## src/rtl/spi_master_ctrl_if.sv

```systemverilog
// Bus/pin bundle for the mode-0 SPI master sequencer.
// The master modport is the sequencer's view; the slave modport is the peripheral-bus/pin side.
interface spi_master_ctrl_if #(
  parameter int DATA_W = 8,
  parameter int DIV_W  = 8
);
  logic              start;
  logic [DATA_W-1:0] tx_data;
  logic [DIV_W-1:0]  clk_div;
  logic              miso;
  logic              sclk;
  logic              mosi;
  logic              ss_n;
  logic              busy;
  logic              done;
  logic [DATA_W-1:0] rx_data;

  modport master (
    input  start, tx_data, clk_div, miso,
    output sclk, mosi, ss_n, busy, done, rx_data
  );

  modport slave (
    output start, tx_data, clk_div, miso,
    input  sclk, mosi, ss_n, busy, done, rx_data
  );
endinterface

```

## src/rtl/spi_master_ctrl.sv

```systemverilog
// Mode-0 (CPOL=0, CPHA=0) SPI master sequencer, MSB first, one slave select.
// One frame per accepted start; every timed phase lasts clk_div+1 clock cycles.
module spi_master_ctrl #(
  parameter int DATA_W = 8,
  parameter int DIV_W  = 8
) (
  input  logic                clk,
  input  logic                rst,
  spi_master_ctrl_if.master   bus
);
  localparam int CNT_W = $clog2(DATA_W + 1);

  typedef enum logic [2:0] {
    IDLE   = 3'd0,
    LEAD   = 3'd1,
    SCK_HI = 3'd2,
    SCK_LO = 3'd3,
    TRAIL  = 3'd4,
    DONE   = 3'd5
  } state_t;

  state_t            state_r;
  logic [DIV_W-1:0]  div_q_r;
  logic [DIV_W-1:0]  div_cnt_r;
  logic [CNT_W-1:0]  bit_cnt_r;
  logic [DATA_W-1:0] shreg_r;
  logic              miso_q_r;
  logic              sclk_r;
  logic              mosi_r;
  logic              ss_n_r;
  logic              busy_r;
  logic              done_r;
  logic [DATA_W-1:0] rx_data_r;
  logic              h_end_s;

  assign h_end_s     = (div_cnt_r == div_q_r);
  assign bus.sclk    = sclk_r;
  assign bus.mosi    = mosi_r;
  assign bus.ss_n    = ss_n_r;
  assign bus.busy    = busy_r;
  assign bus.done    = done_r;
  assign bus.rx_data = rx_data_r;

  // Frame sequencer: state, divider, bit counter, shift register and all pin outputs.
  always_ff @(posedge clk or posedge rst) begin
    if (rst) begin
      state_r   <= IDLE;
      div_q_r   <= {DIV_W{1'b0}};
      div_cnt_r <= {DIV_W{1'b0}};
      bit_cnt_r <= {CNT_W{1'b0}};
      shreg_r   <= {DATA_W{1'b0}};
      miso_q_r  <= 1'b0;
      sclk_r    <= 1'b0;
      mosi_r    <= 1'b0;
      ss_n_r    <= 1'b1;
      busy_r    <= 1'b0;
      done_r    <= 1'b0;
      rx_data_r <= {DATA_W{1'b0}};
    end else begin
      done_r <= 1'b0;
      case (state_r)
        IDLE: begin
          if (bus.start) begin
            state_r   <= LEAD;
            shreg_r   <= bus.tx_data;
            div_q_r   <= bus.clk_div;
            div_cnt_r <= {DIV_W{1'b0}};
            bit_cnt_r <= {CNT_W{1'b0}};
            ss_n_r    <= 1'b0;
            sclk_r    <= 1'b0;
            mosi_r    <= bus.tx_data[DATA_W-1];
            busy_r    <= 1'b1;
          end else begin
            ss_n_r <= 1'b1;
            sclk_r <= 1'b0;
            mosi_r <= 1'b0;
            busy_r <= 1'b0;
          end
        end
        LEAD: begin
          if (h_end_s) begin
            state_r   <= SCK_HI;
            div_cnt_r <= {DIV_W{1'b0}};
            sclk_r    <= 1'b1;
            miso_q_r  <= bus.miso;
            bit_cnt_r <= bit_cnt_r + CNT_W'(1);
          end else begin
            div_cnt_r <= div_cnt_r + DIV_W'(1);
          end
        end
        SCK_HI: begin
          if (h_end_s) begin
            state_r   <= SCK_LO;
            div_cnt_r <= {DIV_W{1'b0}};
            sclk_r    <= 1'b0;
            shreg_r   <= {shreg_r[DATA_W-2:0], miso_q_r};
            // After the last bit the shift register holds received data; keep it off the wire.
            if (bit_cnt_r == CNT_W'(DATA_W)) begin
              mosi_r <= 1'b0;
            end else begin
              mosi_r <= shreg_r[DATA_W-2];
            end
          end else begin
            div_cnt_r <= div_cnt_r + DIV_W'(1);
          end
        end
        SCK_LO: begin
          if (h_end_s) begin
            div_cnt_r <= {DIV_W{1'b0}};
            if (bit_cnt_r == CNT_W'(DATA_W)) begin
              state_r <= TRAIL;
            end else begin
              state_r   <= SCK_HI;
              sclk_r    <= 1'b1;
              miso_q_r  <= bus.miso;
              bit_cnt_r <= bit_cnt_r + CNT_W'(1);
            end
          end else begin
            div_cnt_r <= div_cnt_r + DIV_W'(1);
          end
        end
        TRAIL: begin
          if (h_end_s) begin
            state_r   <= DONE;
            div_cnt_r <= {DIV_W{1'b0}};
            ss_n_r    <= 1'b1;
            mosi_r    <= 1'b0;
            done_r    <= 1'b1;
            rx_data_r <= shreg_r;
          end else begin
            div_cnt_r <= div_cnt_r + DIV_W'(1);
          end
        end
        DONE: begin
          state_r <= IDLE;
          busy_r  <= 1'b0;
        end
        default: begin
          state_r   <= IDLE;
          div_cnt_r <= {DIV_W{1'b0}};
          bit_cnt_r <= {CNT_W{1'b0}};
          sclk_r    <= 1'b0;
          mosi_r    <= 1'b0;
          ss_n_r    <= 1'b1;
          busy_r    <= 1'b0;
        end
      endcase
    end
  end
endmodule

```

## src/flat_wrapper.sv

```systemverilog
// flat-port wrapper written by rule: the top's interface ports become plain ports
module spi_master_ctrl_flat 
#(
  parameter int DATA_W = 8,
  parameter int DIV_W  = 8
)
  (clk, rst, bus_start, bus_tx_data, bus_clk_div, bus_miso, bus_sclk, bus_mosi, bus_ss_n, bus_busy, bus_done, bus_rx_data);
  spi_master_ctrl_if #(.DATA_W(DATA_W), .DIV_W(DIV_W)) bus_i ();
  input  logic clk;
  input  logic rst;
  input wire logic [$bits(bus_i.start)-1:0] bus_start;
  input wire logic [$bits(bus_i.tx_data)-1:0] bus_tx_data;
  input wire logic [$bits(bus_i.clk_div)-1:0] bus_clk_div;
  input wire logic [$bits(bus_i.miso)-1:0] bus_miso;
  output wire logic [$bits(bus_i.sclk)-1:0] bus_sclk;
  output wire logic [$bits(bus_i.mosi)-1:0] bus_mosi;
  output wire logic [$bits(bus_i.ss_n)-1:0] bus_ss_n;
  output wire logic [$bits(bus_i.busy)-1:0] bus_busy;
  output wire logic [$bits(bus_i.done)-1:0] bus_done;
  output wire logic [$bits(bus_i.rx_data)-1:0] bus_rx_data;
  assign bus_i.start = bus_start;
  assign bus_i.tx_data = bus_tx_data;
  assign bus_i.clk_div = bus_clk_div;
  assign bus_i.miso = bus_miso;
  assign bus_sclk = bus_i.sclk;
  assign bus_mosi = bus_i.mosi;
  assign bus_ss_n = bus_i.ss_n;
  assign bus_busy = bus_i.busy;
  assign bus_done = bus_i.done;
  assign bus_rx_data = bus_i.rx_data;
  spi_master_ctrl #(.DATA_W(DATA_W), .DIV_W(DIV_W)) u_core (.clk(clk), .rst(rst), .bus(bus_i));
endmodule
```

## config.mk

```make
export PLATFORM = sky130hd
export DESIGN_NAME = spi_master_ctrl_flat
export DESIGN_NICKNAME = d
export VERILOG_FILES = /design/src/rtl/spi_master_ctrl_if.sv /design/src/rtl/spi_master_ctrl.sv /design/src/flat_wrapper.sv
export SDC_FILE = /design/constraint.sdc
export NUM_CORES = 1
export LEC_CHECK = 0
export CORE_MARGIN = 4
export CORE_UTILIZATION = 40
export DETAILED_ROUTE_END_ITERATION = 12
export GPL_ROUTABILITY_DRIVEN = 0
export GPL_TIMING_DRIVEN = 0
export PLACE_DENSITY = 0.73
export SYNTH_ARGS = -nofsm -noshare
export SYNTH_HDL_FRONTEND = slang
export SYNTH_SLANG_ARGS = --single-unit
```

## constraint.sdc

```tcl
create_clock -name clk -period 2.5 [get_ports clk]
set_input_delay 0.25 -clock clk [delete_from_list [all_inputs] [get_ports clk]]
set_output_delay 0.25 -clock clk [all_outputs]
set_load 0.05 [all_outputs]
```

==> metrics.md, run 1 <==
| Metric | Value |
|---|---|
| CP peak stage delay | `0.86 ns` |
| Routed wire length | `~4400 um` |
| Final Hold Viols | `0` |
| Post-CTS setup buffers | `0` |
| Status | `finished clean` |
| DR DRC count | `0` |
| Final Skew | `0.008145 ns` |
| Final WS setup | `approximately 0.33 ns` |
| Req. time, crit path | `2.70 ns` |
| Dpl hpwl | `3301 um` |
| Routed length per instance | `between 10 and 15 um` |
| Power per cell area | `994.0 nW/um2` |
| Initial DRC count | `between 100 and 150` |
| Seq/Total Area, Yosys | `between 50% and 60%` |
| First-pass GRT wire length | `~7900 um` |
| Post-route antenna net violation count | `0` |
| Inserted Diodes | `0` |
| Mapped Cells | `197` |
| Cell Count, Final, Fillers Out | `between 300 and 400` |
| Delay-heaviest family, CP | `simple AND/OR/NAND/NOR gates` |
| Reg2reg setup slack | `between 0.3 and 0.4 ns` |
| Max-slew violation count | `0` |
| Synth Register Bits | `45` |
| Slowest CP cell | `nor4b_2` |
| Die Wd | `82.54 um` |
| Syn avg cell area | `11.28 um2` |
| Reg2reg path depth | `4` |
| Pre-CTS worst setup slack | `0.07998 ns` |
| Row count | `26` |
| Slew @ Worst Pin | `0.9695 ns` |
| Placed insts | `300` |
| Post-DP Area | `2650 um2` |
| Starting Density | `42.43%` |
| Worst Path Class, Setup | `reg2reg` |
| Clock slew at reported path FFs | `0.09 ns` |
| Layout Utilization | `between 50 and 60%` |
| Core box area | `5238 um2` |
| Initial antenna violation count | `0` |
| Die Ht | `82.54 um` |
| Achievable Freq | `approximately 0.46 GHz` |
| Reg-to-Reg Start | `u_core.state_r[2]` |
| Cts bufs inserted | `5` |
| H-tree levels | `2` |
| HP Class | `in2async` |
| Fill count | `478` |
| Final Critical Period | `between 2 and 2.5 ns` |
| Max clock buf depth | `2` |
| Unrepaired setup endpoints after global routing | `false` |
| Max-slew headroom | `35.20%` |
| DR vias/cell | `around 5.4` |
| Clock Tree Root | `clkbuf_8` |
| PostCTS Resize Cnt | `0` |
| Post-synth cell types | `43` |
| Total power | `2.752 mW` |
| Yosys Warn Count | `0` |
| Nets | `between 200 and 300` |
| Gr usage total | `15.02%` |
| R2r endpoint | `u_core.div_q_r[0]` |
| Grt total ovfl | `0` |
| Post-synthesis cell area | `2222 um2` |
| Vias | `1655` |
| Max-cap violations | `0` |
| Post-synth top flop | `dfrtp_1` |
| WP data arrival | `around 2.4 ns` |
| Post-synth ARST share | `100.0%` |
| CP Max Fanout | `10` |
| Worst IR drop on VDD | `0.4741 mV` |
| Setup TNS | `0 ns` |
| Syn Nets | `220` |
| Final count of negative-setup-slack endpoints | `0` |
| Die ar. | `6812 um2` |
| # hold bufs at CTS | `0` |
| PortBufs | `32` |
| Syn-to-layout area delta | `24.61%` |
| Commonest non-fill, non-tap cell in the layout | `dfrtp_1` |
| Vias in the first global route | `1707` |
| Number of flops mapped to enable cells by yosys | `0` |
| Tcrit/Tclk final | `86.71%` |
| Worst skew pair latency | `0.31 ns` |
| CTS Sinks | `45` |
| Crit-path cells | `buf_2 > nor4b_2 > buf_4 > mux2_2` |
| CTS tree | `yes` |
| Critical Path Sink Type | `flop` |
| DRT Pass-1 Iters | `4` |
| Layout cells sized above 1 | `18.49%` |
| Largest net degree at the start of global routing | `31` |
| Finished Cell Area | `between 2000 and 3000 um2` |
| Ports | `33` |
| Leak | `1.193 nW` |
| Crit start category | `flop` |
| Hold WS | `0.2200 ns` |
| CP Buf/Inv Count | `2` |
| Commonest non-fill, non-tap cells in the layout | `dfrtp_1, clkdlybuf4s50_1, nor2_1, nand2_1, xor2_1` |
cell type report:
type                    instances  area, um2  share of cell area [%]
well taps                      70      87.58                   3.163
clock buffers                   5      68.82                   2.485
flip-flops and latches         45       1127                   40.71
clock inverters                 3      50.05                   1.807
inverters                       5      18.77                  0.6778
repair buffers                 33      340.3                   12.29
plain buffers                   7      42.54                   1.536
multi-input cells             140       1033                   37.32
Yosys cell counts (3+ instances only):
master    count  area (um2)
inv_1         5       18.77
mux2_2       12       135.1
o21ai_0       5       25.02
xor2_1       13       113.9
dfrtp_1      44        1101
o221a_2       8       90.09
ha_1          3       37.54
mux2_1        5       56.30
nor2_1       16       60.06
a21o_1        3       22.52
nand2_1      14       52.55
nand3_1       6       30.03
nor3_1        3       15.01
nand4_1       5       31.28
nand2b_1     11       68.82
a21oi_1       7       35.03
worst max-delay path by stage:
stage	start	endpoint	slack, ns	cells after the start
after detailed placement	bus_start	u_core.div_q_r[0]	0.08	4
after global routing	u_core.state_r[2]	u_core.div_q_r[0]	0.18	4
after global placement	bus_start	u_core.div_q_r[2]	0.09	4
after CTS	u_core.state_r[2]	u_core.div_q_r[0]	0.32	4
final	u_core.state_r[2]	u_core.div_q_r[0]	0.33	4
after floorplan	u_core.state_r[2]	u_core.div_q_r[0]	0.68	4
logic make-up after synthesis:
logic type               share of synthesized area, %
AO/OA/AOI/OAI                                   12.11
XOR/XNOR                                        5.912
adder cells (fa/ha/maj)                         1.689
buffers and inverters                           2.759
flip-flops                                      50.73
multiplexers                                    8.615
AND/OR/NAND/NOR                                 18.19
sequential cells by signal (all words and copies together) (netlist names):
name                flops
u_core.bus.rx_data      8
u_core.div_q_r          8
u_core.bus.ss_n         1
u_core.bus.mosi         1
u_core.bus.busy         1
u_core.bit_cnt_r        4
u_core.div_cnt_r        8
u_core.bus.done         1
u_core.shreg_r          8
u_core.state_r          3
u_core.miso_q_r         1
u_core.bus.sclk         1
power by group:
group	internal, mW	total (mW)	leakage [nW]	switching [mW]
Combinational	0.456	0.979	0.573	0.522
Clock	0.307	0.581	0.0603	0.274
Sequential	0.979	1.19	0.560	0.214
Total	1.74	2.75	1.19	1.01
metal layers:
| metal | vias to the layer above | track usage [%] | wire length (um) | part of all wire, % |
|---|---|---|---|---|
| met5 | - | 0 | 0 | 0 |
| met4 | 0 | 4.575 | 60 | 1.3 |
| met3 | 9 | 3.796 | 202 | 4.5 |
| met2 | 40 | 25.16 | 2197 | 49 |
| met1 | 809 | 19.07 | 1986 | 45 |
| li1 | 797 | - | - | - |
Power figures use the tool's default switching activity.
==> run 2, diff against run 1 <==
--- a/config.mk
+++ b/config.mk
@@ -7,10 +7,13 @@
 export LEC_CHECK = 0
 export CORE_MARGIN = 4
 export CORE_UTILIZATION = 40
+export CTS_CLUSTER_DIAMETER = 50
 export DETAILED_ROUTE_END_ITERATION = 12
 export GPL_ROUTABILITY_DRIVEN = 0
 export GPL_TIMING_DRIVEN = 0
 export PLACE_DENSITY = 0.73
+export SETUP_SLACK_MARGIN = 0.5
+export SKIP_LAST_GASP = 1
 export SYNTH_ARGS = -nofsm -noshare
 export SYNTH_HDL_FRONTEND = slang
 export SYNTH_SLANG_ARGS = --single-unit
==> run 2 against run 1 <==
Setup slack improved by 0.26 ns. Combinational power rose by 4%. Via count grew 0.18%. First-iteration DRC count up 16%. Critical path depth stayed put. Power increased by 1.8%. Largest cell class unchanged. Die area stayed put. Register-to-register slack improved by 0.26 ns. Clock power barely moved. Hold slack about the same. Maximum frequency is 14% higher. Highest routed layer unchanged.
==> metrics.md, run 2 (synthesized netlist as in run 1, its figures left out) <==
| Metric | Value |
|---|---|
| WP data arrival | `2.10 ns (was 2.36 ns)` |
| Syn-to-layout area delta | `26.46% (was 24.61%)` |
| Post-route antenna net violation count | `0 (unchanged)` |
| Reg2reg path depth | `4 (unchanged)` |
| Worst Path Class, Setup | `reg2reg (unchanged)` |
| Reg-to-Reg Start | `u_core.state_r[2] (unchanged)` |
| Max-slew violation count | `0 (unchanged)` |
| Max-cap violations | `0 (unchanged)` |
| Gr usage total | `15.18% (was 15.02%)` |
| Reg power frac | `42.8% (was 43.3%)` |
| Crit start category | `flop (unchanged)` |
| Die Wd | `82.54 um (unchanged)` |
| Total power | `2.802 mW (was 2.752 mW)` |
| Clock Tree Root | `clkbuf_8 (unchanged)` |
| Internal power | `1.757 mW (was 1.742 mW)` |
| Power per cell area | `996.9 nW/um2 (was 994.0 nW/um2)` |
| CTS tree | `yes (unchanged)` |
| Commonest non-fill, non-tap cell in the layout | `dfrtp_1 (unchanged)` |
| Clock slew at reported path FFs | `0.10 ns (was 0.09 ns)` |
| Layout Utilization | `53.65% (was 52.87%)` |
| Vias | `1658 (was 1655)` |
| Nets | `260 (unchanged)` |
| Unrepaired setup endpoints after global routing | `true (was false)` |
| Dpl hpwl | `3301 um (unchanged)` |
| CTS Sinks | `45 (unchanged)` |
| PortBufs | `32 (unchanged)` |
| Sw Pwr | `1.044 mW (was 1.011 mW)` |
| Achievable Freq | `0.5240 GHz (was 0.4613 GHz)` |
| HP Class | `in2async (unchanged)` |
| Final Critical Period | `1.908 ns (was 2.168 ns)` |
| Fill count | `466 (was 478)` |
| Setup TNS | `0 ns (unchanged)` |
| Max clock buf depth | `2 (unchanged)` |
| Layout cells sized above 1 | `20.17% (was 18.49%)` |
| Routed wire length | `4519 um (was 4447 um)` |
| Routed length per instance | `14.67 um (was 14.44 um)` |
| Max-slew headroom | `56.88% (was 35.20%)` |
| Commonest non-fill, non-tap cells in the layout | `dfrtp_1, clkdlybuf4s50_1, nor2_1, nand2_1, xor2_1 (unchanged)` |
| CP Max Fanout | `10 (unchanged)` |
| Area of the multi-input gates | `1075 um2 (was 1033 um2)` |
| Die Ht | `82.54 um (unchanged)` |
| Clock share of power | `20.8% (was 21.1%)` |
| Tcrit/Tclk final | `76.33% (was 86.71%)` |
| Starting Density | `42.43% (unchanged)` |
| Vias in the first global route | `1727 (was 1707)` |
| Switch share | `37.27% (was 36.72%)` |
| Routing usage on met1 | `19.00% (was 19.07%)` |
| Combinational Power Share | `36.5% (was 35.6%)` |
| Cts bufs inserted | `5 (unchanged)` |
| Ports | `33 (unchanged)` |
| First-pass GRT wire length | `7983 um (was 7914 um)` |
| Row count | `26 (unchanged)` |
| DR vias/cell | `5.383 (was 5.373)` |
| Initial DRC count | `125 (was 108)` |
| Met2 Track Usage GR | `25.48% (was 25.16%)` |
| Req. time, crit path | `2.69 ns (was 2.70 ns)` |
| Inserted Diodes | `0 (unchanged)` |
| Most used routing layer | `met2 (unchanged)` |
| Reg2reg setup slack | `0.59 ns (was 0.33 ns)` |
| Die ar. | `6812 um2 (unchanged)` |
| Storage element area | `1127 um2 (unchanged)` |
| DRT Pass-1 Iters | `4 (unchanged)` |
| Worst skew pair latency | `0.31 ns (about the same)` |
| Leak | `1.202 nW (was 1.193 nW)` |
| Initial antenna violation count | `0 (unchanged)` |
| R2r endpoint | `u_core.div_q_r[4] (was u_core.div_q_r[0])` |
| Core box area | `5238 um2 (unchanged)` |
| Slew @ Worst Pin | `0.6441 ns (was 0.9695 ns)` |
| Final count of negative-setup-slack endpoints | `0 (unchanged)` |
| Hold WS | `0.2199 ns (was 0.2200 ns)` |
| Largest net degree at the start of global routing | `31 (unchanged)` |
| DR DRC count | `0 (unchanged)` |
| Post-CTS setup buffers | `0 (unchanged)` |
| Met3 Usage GRT | `3.796% (unchanged)` |
| Final Skew | `0.008891 ns (was 0.008145 ns)` |
| Grt total ovfl | `0 (unchanged)` |
| Critical Path Sink Type | `flop (unchanged)` |
| H-tree levels | `2 (unchanged)` |
| Final Hold Viols | `0 (unchanged)` |
| Worst IR drop on VDD | `0.4896 mV (was 0.4741 mV)` |
| Status | `finished clean (unchanged)` |
run 2: area by class of cell:
type | count | share of cell area, %
timing repair buffer | 33 | 12.11
inverter | 5 | 0.6679
clock buffer | 5 | 2.449
multi-input combinational | 140 | 38.25
tap | 70 | 3.117
clock inverter | 3 | 1.781
sequential | 45 | 40.12
buffer | 7 | 1.514
run 2: power by group through the flow:
| stage | combinational [mW] | sequential [mW] | clock [mW] |
|---|---|---|---|
| 2_1_floorplan | 0.676 | 1.25 | 0 |
| 3_3_place_gp | 0.960 | 1.20 | 0 |
| 3_5_place_dp | 0.992 | 1.21 | 0 |
| 4_1_cts | 0.997 | 1.20 | 0.594 |
| 5_1_grt | 1.14 | 1.24 | 0.622 |
| 6_report | 1.02 | 1.20 | 0.582 |
run 2: how the worst max path moves through the flow:
| stage | start | to |
|---|---|---|
| floorplan | u_core.state_r[2] | u_core.div_q_r[0] |
| global placement | bus_start | u_core.div_q_r[2] |
| detailed placement | bus_start | u_core.div_q_r[0] |
| CTS | u_core.state_r[1] | u_core.shreg_r[4] |
| global route | u_core.div_cnt_r[3] | u_core.div_cnt_r[2] |
| finish | u_core.state_r[2] | u_core.div_q_r[4] |
run 2: what timing repair did:
item,4_1_cts,5_1_grt
hold buffers,0,0
resized for setup,2,5
pin swaps,0,2
endpoints found under the setup margin,15,35
run 2: critical path, stage by stage, from the launching register on:
cell     delay (ns)
dfrtp_1        0.36
buf_2          0.17
nor4b_4        0.61
buf_4          0.30
mux2_2         0.34
run 2: per-stage QoR:
stage	std cells	setup WS, ns	area (um2)
after floorplan	197	0.6844	2222
after global placement	299	0.09022	2630
after detailed placement	300	0.07998	2650
after CTS	308	0.5140	2781
after global routing	308	0.4815	2810
final	308	0.5918	2810
run 2: layer usage:
layer  wire length (um)  vias to the layer above
met3                176                       14
met2               2219                       31
li1                   -                      795
met4                 95                        0
met5                  0                        -
met1               2029                      818
